--- src/rtl/tuart_rx_cfg_if.sv ---
// tuart_rx_cfg_if: receive-side bus of tuart_rx_cfg (word, strobe, error flags, busy).
// master = the receiver that drives it, slave = the consumer (command decoder).
interface tuart_rx_cfg_if #(
  parameter int WORD_BITS = 8
);
  logic [WORD_BITS-1:0] data_o;
  logic                 valid_o;
  logic                 parity_err_o;
  logic                 frame_err_o;
  logic                 break_o;
  logic                 busy_o;

  modport master (
    output data_o, valid_o, parity_err_o, frame_err_o, break_o, busy_o
  );

  modport slave (
    input data_o, valid_o, parity_err_o, frame_err_o, break_o, busy_o
  );
endinterface

--- src/rtl/tuart_rx_cfg.sv ---
// tuart_rx_cfg: configurable UART receiver (word length, parity, stop bits, error reporting).
// Build option TUART_RX_MAJORITY_EN: 2-of-3 majority vote around every sample point.
module tuart_rx_cfg #(
  parameter int WORD_BITS   = 8,
  parameter int CLK_PER_BIT = 868,
  parameter int PARITY      = 0,
  parameter int STOP_BITS   = 1,
  parameter int SYNC_STAGES = 2
) (
  input  logic           clk_i,
  input  logic           rst_in,
  input  logic           rx_i,
  tuart_rx_cfg_if.master rx_bus
);
  localparam int CW = $clog2(CLK_PER_BIT);
  localparam int IW = $clog2(WORD_BITS);
  localparam logic [CW-1:0] CNT_LAST  = CW'(CLK_PER_BIT - 1);
  localparam logic [CW-1:0] CNT_HALF  = CW'(CLK_PER_BIT / 2 - 1);
  localparam logic [IW-1:0] IDX_LAST  = IW'(WORD_BITS - 1);
  localparam logic [IW-1:0] STOP_LAST = IW'(STOP_BITS - 1);

  typedef enum logic [2:0] {
    S_IDLE, S_START, S_DATA, S_PARITY, S_STOP, S_DONE, S_WAIT_HIGH
  } state_t;

  state_t                 r_state, w_next, w_take_st;
  logic [SYNC_STAGES-1:0] r_sync;
  logic [CW-1:0]          r_cnt;
  logic [IW-1:0]          r_idx;
  logic [WORD_BITS-1:0]   r_shift, r_data;
  logic                   r_par_bit, r_ferr_acc, r_last_stop;
  logic                   r_valid, r_perr, r_ferr, r_brk;
  logic                   w_rx_s, w_counting, w_mid, w_take, w_bit;
  logic                   w_ferr_fin, w_last_fin, w_perr, w_brk;

  assign w_rx_s     = r_sync[SYNC_STAGES-1];
  assign w_counting = (r_state == S_START) || (r_state == S_DATA) ||
                      (r_state == S_PARITY) || (r_state == S_STOP);
  assign w_mid      = ((r_state == S_START) && (r_cnt == CNT_HALF)) ||
                      (w_counting && (r_state != S_START) && (r_cnt == CNT_LAST));

  // Sample decisions land one cycle after the nominal point in the majority build;
  // w_take/w_take_st name the bit being decided so both builds share the datapath.
`ifdef TUART_RX_MAJORITY_EN
  logic   r_prev, r_s_m1, r_s_0, r_pend;
  state_t r_pend_st;

  always_ff @(posedge clk_i) begin
    if (!rst_in) begin
      r_prev    <= 1'b1;
      r_s_m1    <= 1'b1;
      r_s_0     <= 1'b1;
      r_pend    <= 1'b0;
      r_pend_st <= S_IDLE;
    end else begin
      r_prev <= w_rx_s;
      r_pend <= w_mid;
      if (w_mid) begin
        r_s_m1    <= r_prev;
        r_s_0     <= w_rx_s;
        r_pend_st <= r_state;
      end
    end
  end

  assign w_take    = r_pend;
  assign w_take_st = r_pend_st;
  assign w_bit     = (r_s_m1 & r_s_0) | (r_s_m1 & w_rx_s) | (r_s_0 & w_rx_s);
`else
  assign w_take    = w_mid;
  assign w_take_st = r_state;
  assign w_bit     = w_rx_s;
`endif

  assign w_ferr_fin = r_ferr_acc | (w_take && (w_take_st == S_STOP) && !w_bit);
  assign w_last_fin = (w_take && (w_take_st == S_STOP)) ? w_bit : r_last_stop;
  assign w_brk      = w_ferr_fin && (r_shift == '0) && ((PARITY == 0) || !r_par_bit);

  // NOTE: every always_comb output gets a default first so no path can infer a latch.
  always_comb begin
    w_perr = 1'b0;
    if (PARITY == 1)      w_perr = ^{r_shift, r_par_bit};
    else if (PARITY == 2) w_perr = ~(^{r_shift, r_par_bit});
  end

  always_comb begin
    w_next = r_state;
    unique case (r_state)
      S_IDLE:      if (!w_rx_s) w_next = S_START;
      S_START:     if (w_mid) w_next = S_DATA;
      S_DATA:      if (w_mid && (r_idx == IDX_LAST)) w_next = (PARITY != 0) ? S_PARITY : S_STOP;
      S_PARITY:    if (w_mid) w_next = S_STOP;
      S_STOP:      if (w_mid && (r_idx == STOP_LAST)) w_next = S_DONE;
      S_DONE:      w_next = w_last_fin ? S_IDLE : S_WAIT_HIGH;
      S_WAIT_HIGH: if (w_rx_s) w_next = S_IDLE;
      default:     w_next = S_IDLE;
    endcase
    // A start bit that reads high is a glitch: drop it silently.
    if (w_take && (w_take_st == S_START) && w_bit) w_next = S_IDLE;
  end

  // NOTE: state uses non-blocking assignments and a reset tested inside the clocked block.
  always_ff @(posedge clk_i) begin
    if (!rst_in) begin
      r_sync      <= '1;
      r_state     <= S_IDLE;
      r_cnt       <= '0;
      r_idx       <= '0;
      r_shift     <= '0;
      r_par_bit   <= 1'b0;
      r_ferr_acc  <= 1'b0;
      r_last_stop <= 1'b1;
      r_data      <= '0;
      r_valid     <= 1'b0;
      r_perr      <= 1'b0;
      r_ferr      <= 1'b0;
      r_brk       <= 1'b0;
    end else begin
      r_sync  <= {r_sync[SYNC_STAGES-2:0], rx_i};
      r_state <= w_next;
      r_valid <= (r_state == S_DONE);

      if (w_counting && !w_mid) r_cnt <= r_cnt + 1'b1;
      else                      r_cnt <= '0;

      if (r_state == S_IDLE) begin
        r_idx       <= '0;
        r_ferr_acc  <= 1'b0;
        r_last_stop <= 1'b1;
      end else if (w_mid && ((r_state == S_DATA) || (r_state == S_STOP))) begin
        if (((r_state == S_DATA) && (r_idx == IDX_LAST)) ||
            ((r_state == S_STOP) && (r_idx == STOP_LAST)))
          r_idx <= '0;
        else
          r_idx <= r_idx + 1'b1;
      end

      if (w_take) begin
        case (w_take_st)
          S_DATA:   r_shift   <= {w_bit, r_shift[WORD_BITS-1:1]};
          S_PARITY: r_par_bit <= w_bit;
          S_STOP: begin
            if (!w_bit) r_ferr_acc <= 1'b1;
            r_last_stop <= w_bit;
          end
          default: ;
        endcase
      end

      if (r_state == S_DONE) begin
        r_data <= r_shift;
        r_perr <= w_perr;
        r_ferr <= w_ferr_fin;
        r_brk  <= w_brk;
      end
    end
  end

  assign rx_bus.data_o       = r_data;
  assign rx_bus.valid_o      = r_valid;
  assign rx_bus.parity_err_o = r_perr;
  assign rx_bus.frame_err_o  = r_ferr;
  assign rx_bus.break_o      = r_brk;
  assign rx_bus.busy_o       = (r_state != S_IDLE);
endmodule

--- src/flat_wrapper.sv ---
// flat-port wrapper written by rule: the top's interface ports become plain ports
module tuart_rx_cfg_flat 
#(
  parameter int WORD_BITS   = 8,
  parameter int CLK_PER_BIT = 868,
  parameter int PARITY      = 0,
  parameter int STOP_BITS   = 1,
  parameter int SYNC_STAGES = 2
)
  (clk_i, rst_in, rx_i, rx_bus_data_o, rx_bus_valid_o, rx_bus_parity_err_o, rx_bus_frame_err_o, rx_bus_break_o, rx_bus_busy_o);
  tuart_rx_cfg_if #(.WORD_BITS(WORD_BITS)) rx_bus_i ();
  input  logic clk_i;
  input  logic rst_in;
  input  logic rx_i;
  output wire logic [$bits(rx_bus_i.data_o)-1:0] rx_bus_data_o;
  output wire logic [$bits(rx_bus_i.valid_o)-1:0] rx_bus_valid_o;
  output wire logic [$bits(rx_bus_i.parity_err_o)-1:0] rx_bus_parity_err_o;
  output wire logic [$bits(rx_bus_i.frame_err_o)-1:0] rx_bus_frame_err_o;
  output wire logic [$bits(rx_bus_i.break_o)-1:0] rx_bus_break_o;
  output wire logic [$bits(rx_bus_i.busy_o)-1:0] rx_bus_busy_o;
  assign rx_bus_data_o = rx_bus_i.data_o;
  assign rx_bus_valid_o = rx_bus_i.valid_o;
  assign rx_bus_parity_err_o = rx_bus_i.parity_err_o;
  assign rx_bus_frame_err_o = rx_bus_i.frame_err_o;
  assign rx_bus_break_o = rx_bus_i.break_o;
  assign rx_bus_busy_o = rx_bus_i.busy_o;
  tuart_rx_cfg #(.WORD_BITS(WORD_BITS), .CLK_PER_BIT(CLK_PER_BIT), .PARITY(PARITY), .STOP_BITS(STOP_BITS), .SYNC_STAGES(SYNC_STAGES)) u_core (.clk_i(clk_i), .rst_in(rst_in), .rx_i(rx_i), .rx_bus(rx_bus_i));
endmodule
--- config.mk ---
export PLATFORM = sky130hd
export DESIGN_NAME = tuart_rx_cfg_flat
export DESIGN_NICKNAME = d
export VERILOG_FILES = /design/src/rtl/tuart_rx_cfg_if.sv /design/src/rtl/tuart_rx_cfg.sv /design/src/flat_wrapper.sv
export SDC_FILE = /design/constraint.sdc
export NUM_CORES = 1
export LEC_CHECK = 0
export CORE_MARGIN = 5
export CORE_UTILIZATION = 40
export DETAILED_ROUTE_END_ITERATION = 8
export DONT_BUFFER_PORTS = 1
export RECOVER_POWER = 25
export SETUP_SLACK_MARGIN = 0.5
export SYNTH_ARGS = -nofsm -noshare
export SYNTH_HDL_FRONTEND = slang
export SYNTH_SLANG_ARGS = --single-unit
--- constraint.sdc ---
create_clock -name clk_i -period 4.95 [get_ports clk_i]
set_clock_uncertainty 0.1 [all_clocks]
set_input_delay 0.99 -clock clk_i [delete_from_list [all_inputs] [get_ports clk_i]]
set_output_delay 0.99 -clock clk_i [all_outputs]
set_load 0.02 [all_outputs]
==> Word-level counts from Yosys, hierarchy flattened <==
Cells that the tools add are included.
{ "totals": {"inputBits": 3, "ff_bits": 39, "elab_cells": 79, "output_inout_bits": 13} }
{ "classes": {"muxes": 17, "eq_ne": 16, "reduce_logical": 31, "add_sub_neg": 2, "n_bitwise": 2} }
{ "ops": {"columns": ["cell", "n"], "rows": [
  ["$mux 3", 8],
  ["$pmux 3 s7", 1],
  ["$logic_and 1x1->1", 14],
  ["$eq 3x3->1 const B", 4],
  ["$add 10x1->10 const B", 1],
  ["$eq 10x10->1 const B", 1],
  ["$eq 10x9->1 const B", 1],
  ["$logic_not 8->1", 1],
  ["$mux 1", 8],
  ["$eq 3x2->1 const B", 2],
  ["$logic_not 3->1", 2],
  ["$logic_or 1x1->1", 6],
  ["$ne 2x1->1 const B", 3],
  ["$ne 2x2->1 const B", 3],
  ["$reduce_and 6->1", 1],
  ["$reduce_and 2->1", 2],
  ["$reduce_or 2->1", 2],
  ["$add 3x1->3 const B", 1],
  ["$eq 3x1->1 const B", 1],
  ["$ne 3x1->1 const B", 1],
  ["$reduce_bool 3->1", 1],
  ["$logic_not 1->1", 2],
  ["$not 1->1", 1],
  ["$or 1x1->1", 1]
]} }

==> Depth between registers and ports, before layout <==
Gate-level depths: netlist of run 1.
{ "logic_depth": {"ltp_word": 11, "ltp_mapped": 8, "ltp_nobuf": 7} }

==> Worst setup path before layout of run 1 <==
OpenSTA, ideal clock, no wires.
{ "synth_path": {"kind": "register to register", "start": "register u_core.r_idx[0]", "end": "register u_core.r_state[1]", "t_arrival_ps": 1652, "required_time_ps": 4755, "stages_incl_launch_ff": 8, "setup_time_ps": 95, "n_path_buf": 0, "slack_ps": 3102, "period_less_slack_ps": 1848, "cell_sequence": "dfxtp_1 > ha_1 > ha_1 > mux2_4 > nor3b_1 > a31oi_1 > and3_1 > a221oi_1"} }
{ "synth_between": {"elab_chain_cells": 4, "elab_cells_between_ends": 7, "classes_between": "eq/ne (3); reduce/logical (4)"} }
{ "synth_rtl": {"columns": ["element", "line", "rtl"], "rows": [
  ["start, declared", "tuart_rx_cfg.sv:29", "logic [IW-1:0] r_idx;"],
  ["start signal, assigned", "tuart_rx_cfg.sv:135", "r_idx <= r_idx + 1'b1;"],
  ["$eq 3x3->1 / $logic_not 3->1 (equally long branches)", "tuart_rx_cfg.sv:91, tuart_rx_cfg.sv:93", null],
  ["$logic_and 1x1->1, on equally long branches", "tuart_rx_cfg.sv:91, tuart_rx_cfg.sv:93", null],
  ["$ne 2x2->1 (no source line)", null, null],
  ["$reduce_and 6->1 (no source line) (*)", null, null],
  ["end signal, assigned", "tuart_rx_cfg.sv:120", "r_state <= w_next;"],
  ["end, declared", "tuart_rx_cfg.sv:26", "state_t r_state, w_next, w_take_st;"]
]} }
Mark *: on every way between the ends. The rest lies on a longest branch, timed or not.
A chain may end at the register's enable or synchronous reset.

==> Worst setup path after layout of run 1 <==
{ "layout_path": {"start": "register u_core.r_state[2]", "end": "output rx_bus_busy_o"} }
{ "layout_between": {"elab_chain_cells": 1} }
{ "layout_rtl": {"columns": ["element", "line", "rtl"], "rows": [
  ["$reduce_bool 3->1", "tuart_rx_cfg.sv:164", "assign rx_bus.busy_o = (r_state != S_IDLE);"],
  ["end, declared", "flat_wrapper.sv:20", "output wire logic [$bits(rx_bus_i.busy_o)-1:0] rx_bus_busy_o;"]
]} }
No other way between the ends.

==> impl_metrics.ini, run 1 <==
[detailed_routing]
drcViolationCount = 0
wl_met3_um = 264
wl_met1_mm = 1.73
vias = 1407
antenna_left = 0
via_per_inst = 5.29
route.met2.wl_mm = 1.37
drt_wl_total_mm = 3.42
top_layer = met4
drt-initial-drc-count = 130
wire_per_inst_um = 12.9
first_pass_iters = 4

[final_layout]
diodes = 0
finalNetCount = 221
syn2layout_area_growth_pct = 4.51
drive_gt1_frac = 0.0794
multi_input_area_sq_um = 955
final_common_cell = dfxtp_1
final_cell_mix = 39 x dfxtp_1, 36 x nand2_1, 18 x nand3_1
regArea_sq_um = 781
fillers = 458
final_util = 0.436

[worst_setup_path]
crit_start = u_core.r_state[2]
cp_slowest_cell = dfxtp_1
reg2reg_from = u_core.r_state[2]
end_kind = primary output
crit_path_start_kind = register
path_max_fanout = 16
cp.required_ns = 3.86
cp_num_buf_inv = 1
critPathMaxStageDelay_ns = 0.66
path_cells = inv_1 > nand2_1
cp.depth = 2
worstRegToRegCells = 5
crit_arrival_ns = 1.45
ff2ff_setup_slack_ns = 2.68
crit_path_end = rx_bus_busy_o
worst-setup-path-type = reg2out
path_delay_family = flip-flops
r2r-end = u_core.rx_bus.break_o

[synthesis]
syn_area_per_cell_sq_um = 8.43
synth_edf_count = 0
synth_nets = 225
ys_types = 43
synthArstFlopShare = 0
synth_ff_type = dfxtp_1
netlist_area_sq_um = 1830
ys_ff_latch = 39
synthCells = 217
yosysWarnings = 0
ys_seq_area_frac = 0.427

[clocking]
cts.root.buffer_cell = clkbuf_8
clockBufferDepth = 2
tritoncts = done
cts_buffers = 5
hold_buffers = 0
clkSinkCount = 39
insertion_delay_ns = 0.29
cts_resized = 0
cts-htree-levels = 2
cts_setup_buffers = 0
cts.clk_slew.worst_paths_ns = 0.08

[power]
power_per_cell_area_nw_per_um2 = 285
power_frac_seq = 0.583
p_int_mw = 0.418
ir_worst_vdd_v = 0.000131
p_comb_frac = 0.022
finalPower_mw = 0.546
p_leak_nw = 0.623
p_clk_frac = 0.395
power.switching_mw = 0.128
p_sw_frac = 0.234

[placed_design]
gp_congestion = 0.795
hpwl_mm = 2.34
port_buffers = 0

[floorplan]
io_pins = 16
core_sq_um = 4380
die_h_um = 77.6
chipWidth_um = 77.6
row_count = 24
die_area_sq_um = 6030
start_util = 0.417

[global_routing]
grt_usage = 0.119
overflow = 0
grt_pass1_wl_mm = 5.88
first_global_vias = 1246
grt_max_degree = 35
antenna_found_initial = 0

[timing]
slew_violations = 0
min_period_ns = 2.54
maxSlewHeadroom = 0.377
setup-tns-final_ns = 0
final-hold-violation-count = 0
setup_viol = 0
period_share = 0.514
fmax_mhz = 393
worst_pin_slew_ns = 0.928
rsz0062_at_grt = no

[job]
cap_viol_max_count = 0

[min_path]
worstHoldPathType = reg2reg
min_path_cells = 1

[outcome]
status = complete, no violations
[Yosys cell counts, types with 3 or more instances]
library cell | count | area (sq um)
ha_1 | 5 | 62.6
nand3_1 | 18 | 90.1
a21oi_1 | 9 | 45.0
inv_1 | 6 | 22.5
clkbuf_1 | 5 | 18.8
nand2b_1 | 3 | 18.8
nor2_1 | 17 | 63.8
buf_2 | 3 | 15.0
nor3_1 | 5 | 25.0
o21ai_0 | 17 | 85.1
xor2_1 | 6 | 52.6
nand4_1 | 3 | 18.8
xnor2_1 | 3 | 26.3
a21boi_0 | 8 | 60.1
nor4_1 | 3 | 18.8
dfxtp_1 | 39 | 781
nand2_1 | 36 | 135
[through the flow]
stage	setup slack, ns	cells	instance area (sq um)	hold WS, ns
after floorplan	3.10	217	1830	0.286
after global placement	2.75	258	1840	0.303
after detailed placement	2.72	258	1840	0.305
after CTS	2.41	266	1930	0.325
after global routing	2.27	266	1910	0.337
final	2.41	266	1910	0.320
[kinds of logic (layout without fill, tap and decap cells)]
group / Yosys count / count (layout) / share of synthesized area
flip-flops: 39 / 39 / 0.427
multiplexers: 2 / 2 / 0.0137
AO/OA/AOI/OAI: 45 / 45 / 0.155
XOR/XNOR: 9 / 9 / 0.0431
adder cells (fa/ha/maj): 5 / 5 / 0.0342
buffers and inverters: 17 / 14 / 0.0431
AND/OR/NAND/NOR: 99 / 99 / 0.282
other: 1 / 1 / 0.00205
[power by group through the flow]
stage	clock (mW)	combinational (mW)	sequential [mW]
after floorplan	0	0.0145	0.324
after global placement	0	0.0119	0.326
after detailed placement	0	0.0119	0.325
after CTS	0.226	0.0119	0.318
after global routing	0.239	0.0133	0.319
final	0.216	0.0119	0.318
[layer usage]
metal,track usage,vias to the layer above
li1,-,738
met2,0.159,45
met1,0.172,619
met3,0.0428,5
met5,0,-
met4,0.0498,0
[final cells by class]
| cell class | count | area share |
|---|---|---|
| clock buffers | 5 | 0.0360 |
| multi-input cells | 161 | 0.499 |
| inverters | 6 | 0.0118 |
| flip-flops and latches | 39 | 0.408 |
| well taps | 52 | 0.0340 |
| clock inverters | 3 | 0.0105 |
[how the worst min path moves through the flow]
| stage | slack, ns | from | end |
|---|---|---|---|
| after global placement | 0.30 | u_core.r_sync[0] | u_core.r_sync[1] |
| after CTS | 0.33 | u_core.r_sync[0] | u_core.r_sync[1] |
| after global routing | 0.34 | u_core.r_sync[0] | u_core.r_sync[1] |
| after floorplan | 0.29 | u_core.r_sync[0] | u_core.r_sync[1] |
| after detailed placement | 0.31 | u_core.r_sync[0] | u_core.r_sync[1] |
| final | 0.32 | u_core.r_sync[0] | u_core.r_sync[1] |
[sequential cells by signal, indices dropped and copies added (netlist names)]
name / cells
u_core.r_shift: 8
u_core.rx_bus.frame_err_o: 1
u_core.r_sync: 2
u_core.r_state: 3
u_core.r_idx: 3
u_core.r_cnt: 10
u_core.r_last_stop: 1
u_core.r_ferr_acc: 1
u_core.rx_bus.break_o: 1
u_core.rx_bus.valid_o: 1
u_core.rx_bus.data_o: 8
(Power assumes the default switching activity.)
==> run 2, diff against run 1 <==
==> constraint.sdc (replaced) <==
create_clock -name clk_i -period 2.3 [get_ports clk_i]
set_clock_uncertainty 0.1 [all_clocks]
set_input_delay 0.46 -clock clk_i [delete_from_list [all_inputs] [get_ports clk_i]]
set_output_delay 0.46 -clock clk_i [all_outputs]
set_load 0.02 [all_outputs]
==> run 2 against run 1 <==
Sequential power is 120% higher. Clock power increased by 110%. Flip-flop and latch count unchanged. Power is 120% higher. Critical path depth is 5 higher. Hold slack lost 0.17 ns. Global-route usage is 0.34 points higher. Non-clock buffer count is 9 higher. Critical path type is now reg2reg. Largest cell class unchanged. Largest power group unchanged. Highest routed layer unchanged.
==> impl_metrics.ini, run 2 (synthesized netlist as in run 1, its figures left out) <==
[global_routing]
grt_max_degree = 35
grt_pass1_wl_mm = 5.98
grt_usage = 0.123
antenna_found_initial = 0
first_global_vias = 1248
overflow = 0

[worst_setup_path]
end_kind = register
worst-setup-path-type = reg2reg
path_max_fanout = 3
crit_path_start_kind = register
cp.required_ns = 2.42
reg2reg_from = u_core.r_idx[1]
ff2ff_setup_slack_ns = 0.49
crit_arrival_ns = 1.93
r2r-end = u_core.r_state[1]
worstRegToRegCells = 7

[final_layout]
finalNetCount = 230
final_cell_mix = 35 x nand2_1, 34 x dfxtp_1, 18 x nand3_1
syn2layout_area_growth_pct = 13.1
drive_gt1_frac = 0.175
largest_register = u_core.r_cnt
stdcell_count = 275
largest_reg_flops = 10
final_common_cell = nand2_1
diodes = 0

[clocking]
cts.clk_slew.worst_paths_ns = 0.08
hold_buffers = 0
tritoncts = done
insertion_delay_ns = 0.29
cts-htree-levels = 2
clockBufferDepth = 2
cts_buffers = 5
clkSinkCount = 39
cts.root.buffer_cell = clkbuf_8

[floorplan]
die_area_sq_um = 6030
chipWidth_um = 77.6
io_pins = 16
row_count = 24
die_h_um = 77.6
core_sq_um = 4380
start_util = 0.417

[detailed_routing]
drt-initial-drc-count = 114
vias = 1449
first_pass_iters = 4
drcViolationCount = 0
top_layer = met4
drt_wl_total_mm = 3.65
antenna_left = 0
wl_met1_mm = 1.80
route.met2.wl_mm = 1.56
wl_met3_um = 228
wire_per_inst_um = 13.3
via_per_inst = 5.27

[timing]
setup-tns-final_ns = 0
fmax_mhz = 552
slew_violations = 0
setup_viol = 0
period_share = 0.787
final-hold-violation-count = 0
min_period_ns = 1.81
rsz0062_at_grt = yes

[placed_design]
gp_congestion = 0.853
dp_cells = 262
port_buffers = 0
hpwl_mm = 2.50

[power]
ir_worst_vdd_v = 0.000180
power_per_cell_area_nw_per_um2 = 569
finalPower_mw = 1.18
p_leak_nw = 0.689

[min_path]
min_path_cells = 1
worstHoldStart = rst_in
whs_endpoint = u_core.r_sync[0]
worstHoldPathType = in2reg

[outcome]
status = complete, no violations

[job]
cap_viol_max_count = 0
## run 2: worst max path at each step
stage,start,endpoint,slack (ns)
after floorplan,u_core.r_idx[0],u_core.r_state[1],0.51
after global placement,u_core.r_idx[0],u_core.r_state[1],0.42
after detailed placement,u_core.r_state[0],u_core.rx_bus.data_o[3],0.34
after CTS,u_core.r_state[0],rx_bus_busy_o,0.47
after global routing,u_core.r_idx[1],u_core.r_state[1],0.41
final,u_core.r_idx[1],u_core.r_state[1],0.49
## run 2: layout make-up
class | instances | area, sq um
clock buffers | 5 | 68.8
repair buffers | 9 | 80.1
inverters | 6 | 22.5
clock inverters | 3 | 20.0
flip-flops and latches | 39 | 787
fillers | 450 | 2310
well taps | 52 | 65.1
multi-input cells | 161 | 1030
## run 2: per-stage QoR
| stage | hold WS (ns) | util | instance area [sq um] | worst slack (ns) |
|---|---|---|---|---|
| finish | 0.151 | 0.472 | 2070 | 0.490 |
| global route | 0.142 | 0.472 | 2070 | 0.412 |
| CTS | 0.133 | 0.462 | 2020 | 0.474 |
| detailed placement | 0.301 | 0.427 | 1870 | 0.341 |
| global placement | 0.292 | 0.427 | 1870 | 0.419 |
| floorplan | 0.286 | - | 1830 | 0.514 |
## run 2: report_power, final
group,internal (mW),switching (mW)
registers,0.678,0.00739
logic,0.0109,0.0171
clock network,0.211,0.253
## run 2: routing by layer
metal / track usage / vias to the layer above
met5: 0 / -
met4: 0.0567 / 0
met3: 0.0451 / 7
met2: 0.176 / 31
met1: 0.163 / 652
li1: - / 759
## run 2: timing repair
action	in CTS	in global routing
hold endpoints to repair	0	0
resized for setup	8	7
setup buffers	2	3
setup endpoints to repair	27	27
pin swaps	3	6
## run 2: worst max-delay path, cell delays in order, from the launching register on
cell and delay, ns:
dfxtp_2 0.35, ha_4 0.16, ha_4 0.15, mux2_4 0.28
nor3b_4 0.19, a31oi_1 0.05, and3_1 0.21, a221oi_2 0.24
==> run 3, diff against run 2 <==
==> constraint.sdc (replaced) <==
create_clock -name clk_i -period 1.6 [get_ports clk_i]
set_clock_uncertainty 0.1 [all_clocks]
set_input_delay 0.32 -clock clk_i [delete_from_list [all_inputs] [get_ports clk_i]]
set_output_delay 0.32 -clock clk_i [all_outputs]
set_load 0.02 [all_outputs]
==> run 3 against run 2 <==
The flow now finishes with violations (negative setup slack). Sequential share of layout area fell by 5.3 points. Combinational power grew to 2.6 times the previous value. Core utilization up 11 points. Wire length up 16%. Hold slack lost 0.13 ns.
==> impl_metrics.ini, run 3 (synthesized netlist as in run 1, its figures left out) <==
[final_layout]
largest_reg_flops = 10
largest_register = u_core.r_cnt
syn2layout_area_growth_pct = 39.5
diodes = 0
fillers = 398
finalNetCount = 260
final_cell_mix = 33 x nand2_1, 30 x buf_4, 19 x dfxtp_1
final_cell_area_sq_um = 2550
final_common_cell = nand2_1
drive_gt1_frac = 0.451

[global_routing]
antenna_found_initial = 0
grt_usage = 0.138
grt_max_degree = 35
grt_pass1_wl_mm = 6.91
first_global_vias = 1488
overflow = 0

[clocking]
cts.clk_slew.worst_paths_ns = 0.08
cts.root.buffer_cell = clkbuf_8
cts_buffers = 5
cts-htree-levels = 2
clockBufferDepth = 2
clkSinkCount = 39
tritoncts = done
insertion_delay_ns = 0.29

[detailed_routing]
first_pass_iters = 4
drcViolationCount = 0
drt_wl_total_mm = 4.23
drt-initial-drc-count = 167
antenna_left = 0
wire_per_inst_um = 13.9
via_per_inst = 5.30
vias = 1615

[outcome]
violations = negative setup slack
status = finished with violations

[power]
p_leak_nw = 0.904
ir_worst_vdd_v = 0.000358
power_per_cell_area_nw_per_um2 = 701

[floorplan]
chipWidth_um = 77.6
io_pins = 16
row_count = 24
die_area_sq_um = 6030
start_util = 0.417
die_h_um = 77.6
core_sq_um = 4380

[job]
cap_viol_max_count = 0

[worst_setup_path]
path_max_fanout = 2
end_kind = register
crit_arrival_ns = 1.89
worst-setup-path-type = reg2reg
cp.required_ns = 1.71
crit_path_start_kind = register

[min_path]
worstHoldPathType = in2reg

[placed_design]
port_buffers = 0
place_worst_setup_slack_ns = -0.163
dpl_cell_area_sq_um = 2190
hpwl_mm = 2.70
gp_congestion = 0.800

[timing]
final-hold-violation-count = 0
period_share = 1.12
fmax_mhz = 559
min_period_ns = 1.79
rsz0062_at_grt = yes
setup-tns-final_ns = -0.652
setup_viol = 13
fin_ws_ns = -0.188
slew_violations = 0
run 3: cell types whose count changed in the layout (fill, tap and decap cells not counted), moves of 7 or more:
cell / change
buf_4: +22
buf_6: +7
dfxtp_1: -15
dfxtp_4: +12
nand3_1: -11
nand3_2: +11
o21ai_0: -13
o21ai_1: +10
run 3: cell type report:
cell class / count / area [sq um] / share of cell area
clock buffer: 6 / 93.8 / 0.0368
clock inverter: 2 / 13.8 / 0.00539
inverter: 6 / 27.5 / 0.0108
multi-input combinational: 162 / 1200 / 0.471
sequential: 39 / 836 / 0.327
tap: 52 / 65.1 / 0.0255
timing repair buffer: 38 / 314 / 0.123
run 3: stage by stage:
stage | hold WS, ns | total power [mW] | utilization | instances
after floorplan | 0.286 | 1.05 | - | 217
final | 0.0171 | 1.79 | 0.582 | 305
after global routing | 0.00867 | 1.88 | 0.582 | 305
after CTS | 0.00166 | 1.80 | 0.566 | 301
after detailed placement | 0.295 | 1.06 | 0.500 | 287
after global placement | 0.293 | 1.06 | 0.500 | 287
run 3: critical path: stages, from the launching register on:
cell and delay [ns]:
dfxtp_2 0.34, ha_4 0.16, ha_4 0.15, mux2_4 0.28, nor3b_4 0.20, buf_4 0.14, buf_6 0.08, a21oi_2 0.03
a221oi_2 0.22
run 3: worst paths after layout:
check	cells after the start	end	slack (ns)	startpoint
max	8	u_core.r_state[1]	-0.19	u_core.r_idx[0]
min	1	u_core.r_sync[1]	0.02	rst_in
max reg2reg	8	u_core.r_state[1]	-0.19	u_core.r_idx[0]
min reg2reg	1	u_core.r_sync[1]	0.31	u_core.r_sync[0]
run 3: routing by layer:
| metal | GRT usage | share of wire | wire length, um | up-vias |
|---|---|---|---|---|
| met5 | 0 | 0 | 0 | - |
| met4 | 0.0498 | 0.014 | 61 | 0 |
| met3 | 0.0347 | 0.045 | 190 | 6 |
| met2 | 0.212 | 0.46 | 1960 | 40 |
| met1 | 0.185 | 0.48 | 2020 | 744 |
| li1 | - | - | - | 825 |
run 3: what timing repair did:
item,CTS,global route
endpoints found under the setup margin,49,49
hold buffers,0,1
resized for setup,46,15
endpoints found under the hold margin,0,2
cloned,0,1
setup buffers,6,2
pin swaps,17,15
run 3: where the power goes:
| group | total, mW | switching (mW) | internal, mW | leakage [nW] |
|---|---|---|---|---|
| clock | 0.753 | 0.351 | 0.401 | 0.0563 |
| sequential | 0.963 | 0.00698 | 0.956 | 0.328 |
| combinational | 0.0727 | 0.0408 | 0.0319 | 0.519 |
| total | 1.79 | 0.399 | 1.39 | 0.904 |
